$ cat config.mk
export PLATFORM = sky130hd
export DESIGN_NAME = btn_debounce
export DESIGN_NICKNAME = d
export VERILOG_FILES = /design/src/rtl/btn_pkg.sv /design/src/rtl/btn_sync.sv /design/src/rtl/btn_debounce.sv
export SDC_FILE = /design/constraint.sdc
export NUM_CORES = 1
export LEC_CHECK = 0
export ABC_CLOCK_PERIOD_IN_PS = 1600
export BUFFER_PORTS_ARGS = -buffer_cell sky130_fd_sc_hd__buf_2
export CAP_MARGIN = 20
export CORE_MARGIN = 2
export CORE_UTILIZATION = 35
export CTS_CLUSTER_SIZE = 12
export DETAILED_ROUTE_END_ITERATION = 8
export PLACE_DENSITY = 0.5
export SYNTH_ARGS = -nofsm -noshare
export SYNTH_HDL_FRONTEND = slang
export SYNTH_SLANG_ARGS = --single-unit
$ cat constraint.sdc
create_clock -name clk -period 1.6 [get_ports clk]
set_input_delay 0.32 -clock clk [delete_from_list [all_inputs] [get_ports clk]]
set_output_delay 0.32 -clock clk [all_outputs]
set_load 0.02 [all_outputs]
$ cat src/rtl/btn_pkg.sv
// btn_pkg: shared state encoding and default timing constants for button debouncers.
package btn_pkg;
  typedef enum logic [1:0] {
    IDLE_LOW  = 2'd0,
    WAIT_HIGH = 2'd1,
    IDLE_HIGH = 2'd2,
    WAIT_LOW  = 2'd3
  } btn_state_t;
  localparam int unsigned DEBOUNCE_TICKS_DEF = 1_000_000;
  localparam int unsigned REPEAT_TICKS_DEF   = 25_000_000;
endpackage

$ cat src/rtl/btn_sync.sv
// btn_sync: SYNC_STAGES-deep flop chain bringing an asynchronous input into the clk domain.
module btn_sync #(
  parameter int unsigned SYNC_STAGES = 2
) (
  input  logic clk,
  input  logic reset,
  input  logic d_i,
  output logic q_o
);
  logic [SYNC_STAGES-1:0] sync_q;
  always_ff @(posedge clk) begin
    if (reset) sync_q <= '0;
    else       sync_q <= {sync_q[SYNC_STAGES-2:0], d_i};
  end
  assign q_o = sync_q[SYNC_STAGES-1];
endmodule

$ cat src/rtl/btn_debounce.sv
// btn_debounce: pushbutton debouncer producing a clean level plus press/release pulses.
// Define BTN_AUTO_REPEAT_EN to re-issue press_o every REPEAT_TICKS clocks while held.
module btn_debounce
  import btn_pkg::*;
#(
  parameter int unsigned DEBOUNCE_TICKS = DEBOUNCE_TICKS_DEF,
  parameter int unsigned SYNC_STAGES    = 2,
  parameter int unsigned REPEAT_TICKS   = REPEAT_TICKS_DEF
) (
  input  logic clk,
  input  logic reset,
  input  logic btn_i,
  output logic level_o,
  output logic press_o,
  output logic release_o
);
  localparam int CW = $clog2(DEBOUNCE_TICKS);
  localparam logic [CW-1:0] CNT_MAX = CW'(DEBOUNCE_TICKS - 1);
  if (DEBOUNCE_TICKS < 2 || SYNC_STAGES < 2 || REPEAT_TICKS < 2) begin : g_bad_param
    $error("btn_debounce: parameters must be at least 2");
  end
  logic sync_q;
  btn_state_t state_q, state_d;
  logic [CW-1:0] cnt_q, cnt_d;
  logic level_d, press_d, release_d, rpt_hit;
  btn_sync #(.SYNC_STAGES(SYNC_STAGES)) u_sync (
    .clk   (clk),
    .reset (reset),
    .d_i   (btn_i),
    .q_o   (sync_q)
  );
  always_comb begin
    state_d = state_q;
    cnt_d   = cnt_q;
    case (state_q)
      IDLE_LOW: if (sync_q) begin
        state_d = WAIT_HIGH;
        cnt_d   = '0;
      end
      WAIT_HIGH: if (!sync_q) state_d = IDLE_LOW;
        else if (cnt_q == CNT_MAX) state_d = IDLE_HIGH;
        else cnt_d = cnt_q + 1'b1;
      IDLE_HIGH: if (!sync_q) begin
        state_d = WAIT_LOW;
        cnt_d   = '0;
      end
      WAIT_LOW: if (sync_q) state_d = IDLE_HIGH;
        else if (cnt_q == CNT_MAX) state_d = IDLE_LOW;
        else cnt_d = cnt_q + 1'b1;
    endcase
    level_d   = (state_d == IDLE_HIGH) || (state_d == WAIT_LOW);
    press_d   = ((state_q == WAIT_HIGH) && (state_d == IDLE_HIGH)) || rpt_hit;
    release_d = (state_q == WAIT_LOW) && (state_d == IDLE_LOW);
  end
`ifdef BTN_AUTO_REPEAT_EN
  localparam int RW = $clog2(REPEAT_TICKS);
  localparam logic [RW-1:0] RPT_MAX = RW'(REPEAT_TICKS - 1);
  logic [RW-1:0] rpt_q, rpt_d;
  // rpt holds through WAIT_LOW so a bounced release does not restart the repeat period
  always_comb begin
    rpt_hit = (state_q == IDLE_HIGH) && (rpt_q == RPT_MAX);
    rpt_d   = (((state_q == WAIT_HIGH) && (state_d == IDLE_HIGH)) || rpt_hit) ? '0 :
              (state_q == IDLE_HIGH) ? rpt_q + 1'b1 : rpt_q;
  end
  always_ff @(posedge clk) begin
    if (reset) rpt_q <= '0;
    else       rpt_q <= rpt_d;
  end
`else
  assign rpt_hit = 1'b0;
`endif
  always_ff @(posedge clk) begin
    if (reset) begin
      state_q   <= IDLE_LOW;
      cnt_q     <= '0;
      level_o   <= 1'b0;
      press_o   <= 1'b0;
      release_o <= 1'b0;
    end else begin
      state_q   <= state_d;
      cnt_q     <= cnt_d;
      level_o   <= level_d;
      press_o   <= press_d;
      release_o <= release_d;
    end
  end
endmodule

; ---- Yosys cells after proc, flatten, opt, wreduce, memory -nomap -nowiden
; Index checks and enable logic that the tools add are counted.
[totals]
rom_bits = 0
latch_bits = 0
output_inout_bits = 3
mem_bits_rw = 0
word_cells = 36
in_bits = 3
reg_bits = 27
memories = 0
[classes]
multipliers = 0
div_mod_pow = 0
n_reduce_logical = 6
eq_ne = 10
mux = 13
n_bitwise = 0
add_sub_neg = 1
order_cmp = 0
shift = 0
[op_table]
columns = op, n
row1 = 20-bit two-way mux, 5
row2 = 20-bit one-hot mux with 4 select lines, 1
row3 = 20-bit by 1-bit adder with 20-bit output (second input constant), 1
row4 = 20-bit == test (second input constant), 1
row5 = 2-bit two-way mux, 6
row6 = 2-bit == test (second input constant), 4
row7 = 2-bit one-hot mux with 4 select lines, 1
row8 = 2-bit logical NOT, 2
row9 = 2-bit by 1-bit != test with 1-bit output (second input constant), 2
row10 = 2-bit != test (second input constant), 2
row11 = 4-bit AND reduction, 1
row12 = 2-bit by 1-bit == test with 1-bit output (second input constant), 1
row13 = 1-bit logical AND, 2
row14 = 1-bit logical OR, 1

; ---- Depth between registers and ports, before layout
[logic_depth]
depth_word = 6
depth_mapped = 6
depth_no_buf = 5

; ---- Hierarchy
; A second synthesis with hierarchy kept.
[unflattened]
hier_cells = 127
area_unflattened_um2 = 1171.1
[by_module_without_submodules]
columns = module, seq_area_each_um2, area_per_inst_um2, n_inst, cells_each
row1 = btn_debounce, 480.5, 1118.6, 1, 123
row2 = btn_sync, 40.0, 52.6, 1, 4

; ---- Worst setup path after synthesis
; OpenSTA, ideal clock, no wires.
[synth_path]
path_kind = register to register
start = reg level_o (netlist name)
end = reg cnt_q[16]
synth_period_minus_slack_ps = 1724
required_time_ps = 1499
setup_time_ps = 101
path_stages_with_launch = 6
path_buffers = 1
slack_ps = -124
t_arrival_ps = 1623
cell_sequence = dfxtp_1 -> xor2_2 -> a21oi_1 -> clkbuf_1 -> o311ai_0 -> o41ai_1
[synth_lines]
columns = element, line
row1 = end signal: assignment, btn_debounce.sv:81  ; cnt_q <= cnt_d;
row2 = end: declaration, btn_debounce.sv:24  ; logic [CW-1:0] cnt_q, cnt_d;

; ---- Final worst setup path
[layout_path]
start = reg cnt_q[0]
end = reg cnt_q[15]
[layout_between]
elab_chain_cells = 4
elab_cells_between_ends = 6
cone_classes = add/sub: 1 / eq/ne: 1 / mux: 4
[layout_rtl]
columns = element, line
row1 = 20-bit by 1-bit adder with 20-bit output or 20-bit == test (tied branches), --
row2 = 20-bit two-way mux *, "btn_debounce.sv:41, btn_debounce.sv:48"
row3 = 20-bit two-way mux (on tied branches), "btn_debounce.sv:47, btn_debounce.sv:40"
row4 = 20-bit one-hot mux with 4 select lines *, btn_debounce.sv:35  ; case (state_q)
; Mark *: on every way between the ends. The rest lies on a longest branch, timed or not. The select of a mux whose other input is x is not followed.
; A chain may end at the register's enable or synchronous reset.

==> impl_metrics.yaml <==
sta:
  setup_repair_after_global_routing_missed_its_margin: "true"
  slew_headroom_pct: 57.3
  max_freq_ghz: 0.615
  final_critical_path_setup_slack_ns: -0.0258
  final_max_slew_viol_count: 0
  setup_viol: 1
  period_utilization_pct: 102
  worst_pin_slew_ns: 0.637
  post-route-min-period_ns: 1.63
  hold_violations_final: 0
  skew_ns: 0.00640
critical_path:
  highest_fanout_seen_on_the_critical_path: 4
  critPathLaunchType: "register"
  critPathArrivalTime_ns: 1.84
  timing.critical_path.to_type: "register"
  worst-endpoint-required_ns: 1.81
  worst_r2r_path_depth: 6
  reg2reg_slack_ns: -0.03
  regToRegStartpoint: "cnt_q[0]"
  crit-reg2reg-capture: "cnt_q[15]"
  timing_worst_setup_path_type: "register to register"
pwr:
  design_power_total_mw: 1.27
  cellPowerDensity_nw_per_um2: 685
  leakage_nw: 0.676
  peak_supply_drop_mv: 0.302
clock_tree:
  cts-buffers-inserted: 3
  clock_tree_from_tritoncts: "built"
  clk_transition_reported_paths_ns: 0.09
  clk_root_buffer_cell: "clkbuf_8"
  clock_latency_ns: 0.27
  clock_sinks: 26
  ctsHtreeMaxLevel: 1
  cts_buffer_depth: 2
routing:
  drt-pass1-iter-count: 4
  routedWlPerCell_um: 14.9
  via_count: 1270
  detailedRoute.firstIterationViolations: 56
  postRouteWirelength_um: 3540
  vias_per_cell: 5.36
  drc_errors: 0
  post_drt_antenna_nets: 0
placement:
  dpl-instance-area_um2: 1620
  gp_congestion: 0.838
  numPortBuffers: 5
  place.detailed.instances: 227
  dpl.hpwl_um: 2550
flow_run:
  max_cap_viol_count: 0
global_route:
  grt_usage_pct: 18.3
  wire_length_of_the_first_global_routing_pass_um: 6020
  grt_max_degree: 16
  initial_antenna_violation_count: 0
  global_route.overflow_total: 0
  first_global_vias: 1277
worst_hold_path:
  min_delay_worst_endpoint: "u_sync.sync_q[0]"
  worstHoldPathCells: 2
  hp-start: "btn_i"
  min_path_type: "primary input to register"
yosys:
  synth-edff-count: 0
  post_synthesis_average_cell_area_um2: 8.76
  synth-warning-count: 0
  synth_seq_cells: 26
  synth-seq-area-share_pct: 39.9
  syn-num-nets: 153
  synthDistinctLibCells: 37
  ys_async_sr_fraction_pct: 0
  ys.flop_type: "dfxtp_1"
  synth_cells: 149
  synthesis.area_um2: 1310
final_layout:
  antennaDiodeCount: 0
  stdcell_count: 237
  layout.cell_area.non_filler_um2: 1850
  layout-drive-gt1-share_pct: 41.8
  nNetsFinal: 194
  fillCellCount: 359
  area.growth.synth_to_final_pct: 41.7
die:
  fp.dieArea_um2: 4230
  start_util_pct: 35.9
  die_x_um: 65.1
  pin_count: 6
  fp-row-count: 22
  fp.dieH_um: 65.1
  fp.coreArea_um2: 3630
outcome:
  run_status: "complete, but fails checks"
  violations: "negative setup slack"
## flip-flops by register name, summed over array words and instances, names as in the netlist
name           count
cnt_q             20
level_o            1
press_o            1
release_o          1
state_q            1
u_sync.sync_q      2
## worst max-delay path, cell delays in order, from the launching register on
cell and delay [ns]:
dfxtp_4 0.37, buf_6 0.09, and4_1 0.19, nand4_1 0.16, buf_4 0.20, or4_1 0.41, a21oi_1 0.14
## through the flow
step | hold WS (ns) | util [%] | worst slack, ns | TNS [ns]
2_1_floorplan | 0.414 | - | 0.00573 | 0
3_3_place_gp | 0.434 | 44.5 | 0.00920 | 0
3_5_place_dp | 0.437 | 44.5 | -0.0610 | -0.414
4_1_cts | 0.242 | 47.8 | 0.00152 | 0
5_1_grt | 0.257 | 50.9 | -0.113 | -0.250
6_report | 0.248 | 50.9 | -0.0258 | -0.0258
## cell type report
class | instances | area [um2] | area share [%]
Clock buffer | 3 | 41.3 | 2.23
Clock inverter | 1 | 30.0 | 1.62
Inverter | 2 | 7.51 | 0.406
Multi-Input combinational cell | 116 | 878 | 47.5
Sequential cell | 26 | 533 | 28.8
Tap cell | 48 | 60.1 | 3.25
Timing Repair Buffer | 41 | 299 | 16.2
## cells in the mapped netlist (4+ instances only)
library cell  number  area, um2
dfxtp_1           26        521
a21oi_1           12       60.1
or3_1              4       25.0
nand3_1            7       35.0
nand4_1            4       25.0
nand2_1           19       71.3
nor4b_1            4       35.0
mux2i_1            6       60.1
nand2b_1           7       43.8
and4_1             4       35.0
or4_1              6       45.0
o21ai_0            7       35.0
## logic make-up after synthesis
logic type,count (synthesis),synth area share (%)
adder cells (fa/ha/maj),1,0.959
flip-flops,26,39.9
XOR/XNOR,3,2.59
AND/OR/NAND/NOR,73,33.4
buffers and inverters,7,2.21
AO/OA/AOI/OAI,33,16.4
multiplexers,6,4.60
## layout by cell type (no fill, tap or decap), types with 2 or more instances in the layout
master    instances
and2_4            2
nand3_1           5
buf_2             5
or4_1             5
a21oi_1           7
nand3_2           2
inv_1             2
nand4_1           4
and4_1            3
o21ai_0           7
dfxtp_1          18
nor4b_1           3
o31ai_1           2
nand2b_1          7
dfxtp_2           7
nand3b_1          2
o211ai_1          2
or3_1             3
nor2b_1           3
nor4_2            2
buf_4            35
nand2_1          19
mux2i_1           6
a2111o_1          2
and3_1            2
a21oi_2           5
clkbuf_8          3
## how the worst max path moves through the flow
stage / slack (ns) / cells after the start / end / startpoint
3_5_place_dp: -0.06 / 6 / cnt_q[12] / cnt_q[0]
6_report: -0.03 / 6 / cnt_q[15] / cnt_q[0]
2_1_floorplan: 0.006 / 6 / cnt_q[3] / cnt_q[0]
3_3_place_gp: 0.009 / 4 / cnt_q[18] / u_sync.sync_q[1]
4_1_cts: 0.002 / 6 / cnt_q[4] / cnt_q[0]
5_1_grt: -0.11 / 6 / cnt_q[15] / cnt_q[6]
## report_power, final
part / internal (mW) / leakage, nW / switching, mW
combinational: 0.0268 / 0.426 / 0.0376
clock: 0.335 / 0.0357 / 0.216
sequential: 0.648 / 0.214 / 0.00301
total: 1.01 / 0.676 / 0.257
## repair_timing
| action | in CTS | in global routing |
|---|---|---|
| setup endpoints to repair | 14 | 22 |
| hold buffers | 0 | 0 |
| pin swaps | 2 | 5 |
| resized for setup | 6 | 28 |
| buffers inserted | 4 | 2 |
| hold endpoints to repair | 0 | 0 |
## routing by layer
layer / track usage (%) / wire (um) / vias up / share of wire (%)
met5: 0 / 0 / - / 0
met4: 4.69 / 38 / 0 / 1.1
met3: 2.60 / 49 / 5 / 1.4
met2: 32.0 / 1790 / 8 / 51
met1: 23.8 / 1660 / 612 / 47
li1: - / - / 645 / -
(Power assumes the default switching activity.)
